==> src/rtl/biu_pkg.sv <==
// Shared types and constants for the bus interface unit transfer sequencer.
// Optional timeout support is controlled by BIU_XFER_TIMEOUT_EN in biu_xfer_ctrl.
package biu_pkg;

  localparam int   DEF_LEN_W   = 4;
  localparam int   DEF_TMO_CYC = 64;
  localparam logic RW_READ     = 1'b0;
  localparam logic RW_WRITE    = 1'b1;

  typedef enum logic [2:0] {
    S_IDLE   = 3'd0,
    S_LOAD   = 3'd1,
    S_ACCESS = 3'd2,
    S_NEXT   = 3'd3,
    S_DONE   = 3'd4
  } state_t;

  typedef struct packed {
    logic mar_ld;
    logic mar_inc;
    logic mar_oe;
    logic mdr_ld;
    logic mdr_oe;
    logic mem_rd;
    logic mem_wr;
    logic busy;
    logic done;
  } moore_t;

  // State-only part of the output decode; ACCESS-cycle handshake terms are added in the top.
  function automatic moore_t moore_outs(state_t s, logic rw);
    moore_t m;
    m = '0;
    case (s)
      S_LOAD: begin
        m.busy   = 1'b1;
        m.mar_ld = 1'b1;
        m.mdr_ld = (rw == RW_WRITE);
      end
      S_ACCESS: begin
        m.busy   = 1'b1;
        m.mar_oe = 1'b1;
        m.mem_rd = (rw == RW_READ);
        m.mem_wr = (rw == RW_WRITE);
        m.mdr_oe = (rw == RW_WRITE);
      end
      S_NEXT: begin
        m.busy    = 1'b1;
        m.mar_inc = 1'b1;
        m.mdr_ld  = (rw == RW_WRITE);
        m.mdr_oe  = (rw == RW_READ);
      end
      S_DONE: begin
        m.busy   = 1'b1;
        m.done   = 1'b1;
        m.mdr_oe = (rw == RW_READ);
      end
      default: m = '0;
    endcase
    return m;
  endfunction

endpackage

==> src/rtl/biu_xfer_ctrl_if.sv <==
// Request/handshake bundle between the execution unit, memory and the transfer sequencer.
// Signal prefixes are written from the sequencer's point of view.
interface biu_xfer_ctrl_if #(parameter int LEN_W = biu_pkg::DEF_LEN_W);

  logic             i_start;
  logic             i_rw;
  logic [LEN_W-1:0] i_len;
  logic             i_mem_rdy;

  logic o_mar_ld;
  logic o_mar_inc;
  logic o_mar_oe;
  logic o_mdr_ld;
  logic o_mdr_oe;
  logic o_mem_rd;
  logic o_mem_wr;
  logic o_beat_ack;
  logic o_busy;
  logic o_done;
  logic o_err;

  modport master (
    output i_start, i_rw, i_len, i_mem_rdy,
    input  o_mar_ld, o_mar_inc, o_mar_oe, o_mdr_ld, o_mdr_oe,
           o_mem_rd, o_mem_wr, o_beat_ack, o_busy, o_done, o_err
  );

  modport slave (
    input  i_start, i_rw, i_len, i_mem_rdy,
    output o_mar_ld, o_mar_inc, o_mar_oe, o_mdr_ld, o_mdr_oe,
           o_mem_rd, o_mem_wr, o_beat_ack, o_busy, o_done, o_err
  );

endinterface

==> src/rtl/biu_beat_cnt.sv <==
// Loadable down-counter with zero flag; load has priority over decrement.
// Used both for the remaining-beat count and the memory-wait timeout.
module biu_beat_cnt #(
  parameter int W = 4
) (
  input  logic         i_clk,
  input  logic         i_rst,
  input  logic         i_ld,
  input  logic [W-1:0] i_ld_val,
  input  logic         i_dec,
  output logic         o_zero
);

  logic [W-1:0] r_cnt;

  always_ff @(posedge i_clk or posedge i_rst) begin
    if (i_rst) begin
      r_cnt <= '0;
    end else if (i_ld) begin
      r_cnt <= i_ld_val;
    end else if (i_dec) begin
      r_cnt <= r_cnt - W'(1);
    end
  end

  assign o_zero = (r_cnt == '0);

endmodule

==> src/rtl/biu_xfer_ctrl.sv <==
// MAR/MDR sequencer for single and burst memory transfers.
// Define BIU_XFER_TIMEOUT_EN to abort a beat after TMO_CYC cycles without mem_rdy.
module biu_xfer_ctrl
  import biu_pkg::*;
#(
  parameter int LEN_W   = DEF_LEN_W,
  parameter int TMO_CYC = DEF_TMO_CYC
) (
  input logic             i_clk,
  input logic             i_rst,
  biu_xfer_ctrl_if.slave  bus
);

  state_t r_state;
  logic   r_rw;
  moore_t r_out;
  logic   w_cnt_zero;
  logic   w_in_access;
  logic   w_start_acc;

  assign w_in_access = (r_state == S_ACCESS);
  assign w_start_acc = (r_state == S_IDLE) && bus.i_start;

  biu_beat_cnt #(.W(LEN_W)) u_beat_cnt (
    .i_clk    (i_clk),
    .i_rst    (i_rst),
    .i_ld     (w_start_acc),
    .i_ld_val (bus.i_len),
    .i_dec    (r_state == S_NEXT),
    .o_zero   (w_cnt_zero)
  );

`ifdef BIU_XFER_TIMEOUT_EN
  localparam int TMO_W = $clog2(TMO_CYC) + 1;
  logic w_tmo_zero;
  logic r_err;

  // Preloaded with TMO_CYC-1 so the TMO_CYC-th silent ACCESS cycle is the one that aborts.
  biu_beat_cnt #(.W(TMO_W)) u_tmo_cnt (
    .i_clk    (i_clk),
    .i_rst    (i_rst),
    .i_ld     ((r_state == S_LOAD) || (r_state == S_NEXT)),
    .i_ld_val (TMO_W'(TMO_CYC - 1)),
    .i_dec    (w_in_access && !bus.i_mem_rdy && !w_tmo_zero),
    .o_zero   (w_tmo_zero)
  );
`endif

  // Outputs are registered alongside the state they belong to.
  always_ff @(posedge i_clk or posedge i_rst) begin
    if (i_rst) begin
      r_state <= S_IDLE;
      r_rw    <= RW_READ;
      r_out   <= '0;
`ifdef BIU_XFER_TIMEOUT_EN
      r_err   <= 1'b0;
`endif
    end else begin
`ifdef BIU_XFER_TIMEOUT_EN
      r_err <= 1'b0;
`endif
      case (r_state)
        S_IDLE: begin
          if (bus.i_start) begin
            r_state <= S_LOAD;
            r_rw    <= bus.i_rw;
            r_out   <= moore_outs(S_LOAD, bus.i_rw);
          end
        end
        S_LOAD: begin
          r_state <= S_ACCESS;
          r_out   <= moore_outs(S_ACCESS, r_rw);
        end
        S_ACCESS: begin
          if (bus.i_mem_rdy) begin
            if (w_cnt_zero) begin
              r_state <= S_DONE;
              r_out   <= moore_outs(S_DONE, r_rw);
            end else begin
              r_state <= S_NEXT;
              r_out   <= moore_outs(S_NEXT, r_rw);
            end
          end
`ifdef BIU_XFER_TIMEOUT_EN
          else if (w_tmo_zero) begin
            r_state <= S_DONE;
            r_out   <= moore_outs(S_DONE, r_rw);
            r_err   <= 1'b1;
          end
`endif
        end
        S_NEXT: begin
          r_state <= S_ACCESS;
          r_out   <= moore_outs(S_ACCESS, r_rw);
        end
        S_DONE: begin
          r_state <= S_IDLE;
          r_out   <= moore_outs(S_IDLE, r_rw);
        end
        default: begin
          r_state <= S_IDLE;
          r_out   <= '0;
        end
      endcase
    end
  end

  assign bus.o_mar_ld   = r_out.mar_ld;
  assign bus.o_mar_inc  = r_out.mar_inc;
  assign bus.o_mar_oe   = r_out.mar_oe;
  assign bus.o_mdr_ld   = r_out.mdr_ld | (w_in_access && bus.i_mem_rdy && (r_rw == RW_READ));
  assign bus.o_mdr_oe   = r_out.mdr_oe;
  assign bus.o_mem_rd   = r_out.mem_rd;
  assign bus.o_mem_wr   = r_out.mem_wr;
  assign bus.o_beat_ack = w_in_access && bus.i_mem_rdy;
  assign bus.o_busy     = r_out.busy;
  assign bus.o_done     = r_out.done;
`ifdef BIU_XFER_TIMEOUT_EN
  assign bus.o_err      = r_err;
`else
  assign bus.o_err      = 1'b0;
`endif

endmodule

==> src/flat_wrapper.sv <==
// flat-port wrapper written by rule: the top's interface ports become plain ports
module biu_xfer_ctrl_flat import biu_pkg::*;
#(
  parameter int LEN_W   = DEF_LEN_W,
  parameter int TMO_CYC = DEF_TMO_CYC
)
  (i_clk, i_rst, bus_i_start, bus_i_rw, bus_i_len, bus_i_mem_rdy, bus_o_mar_ld, bus_o_mar_inc, bus_o_mar_oe, bus_o_mdr_ld, bus_o_mdr_oe, bus_o_mem_rd, bus_o_mem_wr, bus_o_beat_ack, bus_o_busy, bus_o_done, bus_o_err);
  biu_xfer_ctrl_if #(.LEN_W(LEN_W)) bus_i ();
  input logic i_clk;
  input logic i_rst;
  input wire logic [$bits(bus_i.i_start)-1:0] bus_i_start;
  input wire logic [$bits(bus_i.i_rw)-1:0] bus_i_rw;
  input wire logic [$bits(bus_i.i_len)-1:0] bus_i_len;
  input wire logic [$bits(bus_i.i_mem_rdy)-1:0] bus_i_mem_rdy;
  output wire logic [$bits(bus_i.o_mar_ld)-1:0] bus_o_mar_ld;
  output wire logic [$bits(bus_i.o_mar_inc)-1:0] bus_o_mar_inc;
  output wire logic [$bits(bus_i.o_mar_oe)-1:0] bus_o_mar_oe;
  output wire logic [$bits(bus_i.o_mdr_ld)-1:0] bus_o_mdr_ld;
  output wire logic [$bits(bus_i.o_mdr_oe)-1:0] bus_o_mdr_oe;
  output wire logic [$bits(bus_i.o_mem_rd)-1:0] bus_o_mem_rd;
  output wire logic [$bits(bus_i.o_mem_wr)-1:0] bus_o_mem_wr;
  output wire logic [$bits(bus_i.o_beat_ack)-1:0] bus_o_beat_ack;
  output wire logic [$bits(bus_i.o_busy)-1:0] bus_o_busy;
  output wire logic [$bits(bus_i.o_done)-1:0] bus_o_done;
  output wire logic [$bits(bus_i.o_err)-1:0] bus_o_err;
  assign bus_i.i_start = bus_i_start;
  assign bus_i.i_rw = bus_i_rw;
  assign bus_i.i_len = bus_i_len;
  assign bus_i.i_mem_rdy = bus_i_mem_rdy;
  assign bus_o_mar_ld = bus_i.o_mar_ld;
  assign bus_o_mar_inc = bus_i.o_mar_inc;
  assign bus_o_mar_oe = bus_i.o_mar_oe;
  assign bus_o_mdr_ld = bus_i.o_mdr_ld;
  assign bus_o_mdr_oe = bus_i.o_mdr_oe;
  assign bus_o_mem_rd = bus_i.o_mem_rd;
  assign bus_o_mem_wr = bus_i.o_mem_wr;
  assign bus_o_beat_ack = bus_i.o_beat_ack;
  assign bus_o_busy = bus_i.o_busy;
  assign bus_o_done = bus_i.o_done;
  assign bus_o_err = bus_i.o_err;
  biu_xfer_ctrl #(.LEN_W(LEN_W), .TMO_CYC(TMO_CYC)) u_core (.i_clk(i_clk), .i_rst(i_rst), .bus(bus_i));
endmodule
==> config.mk <==
export PLATFORM = sky130hd
export DESIGN_NAME = biu_xfer_ctrl_flat
export DESIGN_NICKNAME = d
export VERILOG_FILES = /design/src/rtl/biu_pkg.sv /design/src/rtl/biu_xfer_ctrl_if.sv /design/src/rtl/biu_beat_cnt.sv /design/src/rtl/biu_xfer_ctrl.sv /design/src/flat_wrapper.sv
export SDC_FILE = /design/constraint.sdc
export NUM_CORES = 1
export LEC_CHECK = 0
export BUFFER_PORTS_ARGS = -buffer_cell sky130_fd_sc_hd__buf_2
export CORE_UTILIZATION = 25
export DETAILED_ROUTE_END_ITERATION = 12
export GPL_ROUTABILITY_DRIVEN = 0
export PLACE_DENSITY_LB_ADDON = 0.08
export SLEW_MARGIN = 20
export SYNTH_ARGS = -nofsm -noshare
export SYNTH_HDL_FRONTEND = slang
export SYNTH_SLANG_ARGS = --single-unit
export TNS_END_PERCENT = 5
==> constraint.sdc <==
create_clock -name i_clk -period 2.1 [get_ports i_clk]
set_input_delay 0.63 -clock i_clk [delete_from_list [all_inputs] [get_ports i_clk]]
set_output_delay 0.63 -clock i_clk [all_outputs]
set_load 0.01 [all_outputs]
# Word-level counts from Yosys, hierarchy flattened
# Index checks and enable logic that the tools add are counted.
# W data, S select, Z words.
[word_totals]
in_bits = 9
ramBits = 0
reg_bits = 17
n_memories = 0
output_inout_bits = 11
latchBits = 0
mem_bits_ro = 0
elab_cells = 39
[classes]
mul = 0
n_reduce_logical = 9
n_lt_le_gt_ge = 0
div_mod_pow = 0
n_bitwise = 2
n_addsub = 1
eq_ne = 5
shifts = 0
muxes = 10
[op_table]
columns = ["operator", "count"]
rows = [
  ["$pmux W9 S3", 1],
  ["$mux W9", 2],
  ["$mux W3", 3],
  ["$pmux W3 S3", 1],
  ["$mux W4", 2],
  ["$mux W8", 1],
  ["$eq A3 B2 Y1 const B", 2],
  ["$logic_not A4 Y1", 1],
  ["$ne A2 B2 Y1 const B", 2],
  ["$reduce_and A2 Y1", 2],
  ["$sub A4 B1 Y4 const B", 1],
  ["$eq A3 B1 Y1 const B", 1],
  ["$logic_and A1 B1 Y1", 3],
  ["$logic_not A3 Y1", 1],
  ["$reduce_bool A2 Y1", 1],
  ["$reduce_or A2 Y1", 1],
  ["$not A1 Y1", 1],
  ["$or A1 B1 Y1", 1],
]

# Depth between registers and ports, before layout
[depth]
depth_word = 4
ltp_mapped = 5
ltp_nobuf = 5

# By module
# From an unflattened synthesis, not the netlist that was laid out.
[hier_totals]
cells_unflattened = 81
area_unflattened_um2 = 804.5
[by_module_without_submodules]
columns = ["module", "cells_per_inst", "n_inst", "area_per_inst_um2", "seq_area_each_um2"]
rows = [
  ["biu_xfer_ctrl", 58, 1, 573.0, 300.3],
  ["biu_beat_cnt", 23, 1, 231.5, 100.1],
]

# Least setup slack after synthesis
# Ideal clock, no wire load.
[synth_path]
kind = "in2out"
start = "input port bus_i_mem_rdy"
end = "output port bus_o_mdr_ld"
required_time_ns = 1.470
cell_stages = 3
setup_slack_ns = 0.380
n_path_buf = 0
arrival_time_ns = 1.090
path_cell_list = "nand4bb_1 -> nor2_1 -> or2_2"
[synth_via]
elab_chain_len = 3
[synth_lines]
columns = ["item", "line", "text"]
rows = [
  ["start, declared", "flat_wrapper.sv:14", "input wire logic [$bits(bus_i.i_mem_rdy)-1:0] bus_i_mem_rdy;"],
  ["$logic_and A1 B1 Y1 (2 in series)", "biu_xfer_ctrl.sv:111", "assign bus.o_mdr_ld = r_out.mdr_ld | (w_in_access && bus.i_mem_rdy && (r_rw == RW_READ));"],
  ["$or A1 B1 Y1", "biu_xfer_ctrl.sv:111", ""],
  ["end, declared", "flat_wrapper.sv:18", "output wire logic [$bits(bus_i.o_mdr_ld)-1:0] bus_o_mdr_ld;"],
]
# Every way passes these cells.

# Worst setup path in the final report
# Ends and elaborated chain as after synthesis.

==> insert_results.sql <==
INSERT INTO impl_metrics (metric_group, metric, value, unit) VALUES
('synth', 'synth.ff_latch_count', '16', ''),
('clock_network', 'cts_num_sinks', '16', ''),
('global_route', 'globalRouteMet3Util', '2.18', '%'),
('worst_setup_path', 'ff2ff_path_depth', '5', ''),
('cells_and_area', 'fillerInstances', '334', ''),
('global_route', 'grt_util_met1', '14.7', '%'),
('synth', 'synth_cell_types', '34', ''),
('global_route', 'global_route.overflow_total', '0', ''),
('timing', 'number_of_max_slew_violations_in_the_final_report', '0', ''),
('timing', 'worst_pin_slew', '634', 'ps'),
('die', 'die-height', '59.2', 'um'),
('detailed_routing', 'avgRoutedWirePerCell', '11.9', 'um'),
('detailed_routing', 'drt-initial-drc-count', '8', ''),
('power', 'max-vdd-ir-drop', '0.000522', 'V'),
('worst_setup_path', 'critical_path.top_delay_family', 'simple AND/OR/NAND/NOR gates', ''),
('clock_network', 'clock_latency', '280', 'ps'),
('global_route', 'grt_pass1_wl', '2730', 'um'),
('worst_setup_path', 'worstPathBufferInverterCount', '2', ''),
('synth', 'netlist_top_cells_count', '16 x sky130_fd_sc_hd__dfrtp_1, 8 x sky130_fd_sc_hd__inv_1, 6 x sky130_fd_sc_hd__nand2_1, 4 x sky130_fd_sc_hd__nor2_1, 4 x sky130_fd_sc_hd__o21ai_0', ''),
('synth', 'synth_area_per_cell', '11.0', 'sq um'),
('worst_setup_path', 'r2r-start', 'u_core.u_beat_cnt.r_cnt[0]', ''),
('cells_and_area', 'final_core_utilization', '33.0', '%'),
('worst_setup_path', 'crit_path_frequent_cell', 'sky130_fd_sc_hd__buf_2', ''),
('synth', 'netlist_instances', '74', ''),
('detailed_routing', 'drt-total-wl', '1690', 'um'),
('clock_network', 'cts.reportedPaths.clkPinSlew', '100', 'ps'),
('synth', 'ys_dominant_reg_cell', 'sky130_fd_sc_hd__dfrtp_1', ''),
('worst_setup_path', 'cp_cell_sequence', 'buf_2 -> nand4bb_1 -> nor2_1 -> or2_2 -> buf_2', ''),
('power', 'power_density', '1450', 'nW/um^2'),
('cells_and_area', 'drive_gt1_share', '39.8', '%'),
('timing', 'finalCriticalPeriod', '2000', 'ps'),
('clock_network', 'cts_hold_buf', '0', ''),
('worst_setup_path', 'slowest_stage', 'sky130_fd_sc_hd__or2_2', ''),
('timing', 'finalClockSkew', '3.48', 'ps'),
('global_route', 'grt_max_degree', '17', ''),
('synth', 'mappedNetlistNets', '84', ''),
('die', 'io-pin-count', '20', ''),
('worst_setup_path', 'crit_path_end_kind', 'output port', ''),
('power', 'power.leakage', '0.497', 'nW'),
('global_route', 'grt_pass1_vias', '565', ''),
('placement', 'port_buffers', '18', ''),
('worst_setup_path', 'path_max_fanout', '4', ''),
('synth', 'yosysSeqAreaShare', '49.0', '%'),
('die', 'core', '3080', 'sq um'),
('clock_network', 'postCtsResizedCells', '0', ''),
('detailed_routing', 'vias_per_cell', '4.26', ''),
('synth', 'yosysMostFrequentCell', 'sky130_fd_sc_hd__dfrtp_1', ''),
('worst_setup_path', 'cp.depth', '5', ''),
('status', 'outcome', 'finished clean', ''),
('timing', 'hold_viol_final', '0', ''),
('clock_network', 'clock_tree.buffer_depth', '2', ''),
('run', 'maximum_capacitance_violations', '0', ''),
('worst_setup_path', 'critical_path_class', 'in -> out', ''),
('die', 'die_x', '59.2', 'um'),
('synth', 'cell_taking_the_most_area_after_synthesis', 'sky130_fd_sc_hd__dfrtp_1', ''),
('worst_setup_path', 'setup.worst_path.end', 'bus_o_mdr_ld', ''),
('synth', 'yosysWarningCount', '0', ''),
('global_route', 'grtUsageMet2', '15.7', '%'),
('global_route', 'gr-max-usage-layer', 'met2', ''),
('synth', 'synth-edff-count', '0', ''),
('clock_network', 'number_of_buffers_added_by_the_clock_tree_synthesis_step', '3', ''),
('global_route', 'antenna_found_initial', '0', ''),
('detailed_routing', 'detailroute.via_count', '605', ''),
('die', 'num_rows', '20', ''),
('cells_and_area', 'antenna_cells_inserted', '0', ''),
('worst_setup_path', 'critPathRequiredTime', '1470', 'ps'),
('die', 'die_area', '3500', 'sq um'),
('placement', 'hpwl_after_detailed_placement', '1220', 'um'),
('detailed_routing', 'drtAntennaViolNets', '0', ''),
('worst_setup_path', 'crit_path_start_kind', 'input port', ''),
('timing', 'fin_tns_setup', '0', 'ps');
==> layer usage <==
metal	vias up	share of wire, %
met1	287	49
met5	-	0
met2	11	46
met4	0	1.0
li1	305	-
met3	2	3.7
==> metrics by stage <==
| stage | setup slack, ps | hold WS, ps | area [sq um] | cells |
|---|---|---|---|---|
| global placement | 94.5 | 465 | 980 | 138 |
| detailed placement | 86.1 | 469 | 980 | 138 |
| CTS | 84.0 | 422 | 1020 | 142 |
| floorplan | 380 | 474 | 817 | 74 |
| finish | 95.7 | 407 | 1020 | 142 |
| global route | 59.4 | 458 | 1020 | 142 |
==> worst reg2reg max path: stages, from the launching register on <==
cell and delay (ps):
sky130_fd_sc_hd__dfrtp_1 430, sky130_fd_sc_hd__inv_1 70, sky130_fd_sc_hd__ha_1 170, sky130_fd_sc_hd__or3b_4 410, sky130_fd_sc_hd__a32o_1 250, sky130_fd_sc_hd__mux2_4 260
==> placed cells by master (no fill, tap or decap), types with 2 or more instances in the layout <==
| master | n |
|---|---|
| sky130_fd_sc_hd__inv_1 | 8 |
| sky130_fd_sc_hd__a21o_2 | 2 |
| sky130_fd_sc_hd__nand3_1 | 2 |
| sky130_fd_sc_hd__nor2_1 | 4 |
| sky130_fd_sc_hd__o21ai_0 | 4 |
| sky130_fd_sc_hd__a22o_1 | 2 |
| sky130_fd_sc_hd__or2_2 | 2 |
| sky130_fd_sc_hd__buf_4 | 6 |
| sky130_fd_sc_hd__buf_2 | 18 |
| sky130_fd_sc_hd__dfrtp_1 | 16 |
| sky130_fd_sc_hd__nand2_1 | 6 |
| sky130_fd_sc_hd__clkbuf_4 | 3 |
| sky130_fd_sc_hd__a21oi_1 | 2 |
==> power by group <==
group | switching (W) | internal (W) | total, W
registers | 0.0000843 | 0.000445 | 0.000529
clock network | 0.0000986 | 0.000105 | 0.000204
logic | 0.000365 | 0.000376 | 0.000741
==> final cells by class <==
class / count / area [sq um] / share of cell area [%]
Sequential cell: 16 / 400 / 39.4
Multi-Input combinational cell: 46 / 359 / 35.3
Timing Repair Buffer: 24 / 135 / 13.3
Tap cell: 44 / 55.1 / 5.42
Clock buffer: 4 / 36.3 / 3.57
Inverter: 8 / 30.0 / 2.96
==> how the worst min path moves through the flow <==
| stage | cells past startpoint | slack, ps | start | end |
|---|---|---|---|---|
| after global routing | 2 | 460 | i_rst | u_core.u_beat_cnt.r_cnt[1] |
| after CTS | 2 | 420 | i_rst | u_core.bus.o_mem_rd |
| final | 2 | 410 | i_rst | u_core.u_beat_cnt.r_cnt[1] |
| after floorplan | 1 | 470 | u_core.r_out[5] | u_core.r_out[5] |
| after detailed placement | 1 | 470 | u_core.bus.o_mar_oe | u_core.bus.o_mar_oe |
| after global placement | 1 | 460 | u_core.bus.o_mar_oe | u_core.bus.o_mar_oe |
==> logic make-up after synthesis <==
kind of cell	share of synthesized area (%)
flip-flops	49.0
other	0.459
buffers and inverters	7.04
multiplexers	3.22
XOR/XNOR	1.07
adder cells (fa/ha/maj)	1.53
AO/OA/AOI/OAI	17.0
AND/OR/NAND/NOR	20.7
==> sequential cells by signal, indices dropped and copies added (netlist names) <==
| signal | cells |
|---|---|
| u_core.u_beat_cnt.r_cnt | 4 |
| u_core.r_state | 2 |
| u_core.bus.o_busy | 1 |
| u_core.bus.o_done | 1 |
| u_core.bus.o_mar_inc | 1 |
| u_core.bus.o_mar_ld | 1 |
| u_core.bus.o_mar_oe | 1 |
| u_core.bus.o_mdr_oe | 1 |
| u_core.bus.o_mem_rd | 1 |
| u_core.bus.o_mem_wr | 1 |
| u_core.r_out | 1 |
| u_core.r_rw | 1 |
Power figures use the tool's default switching activity.
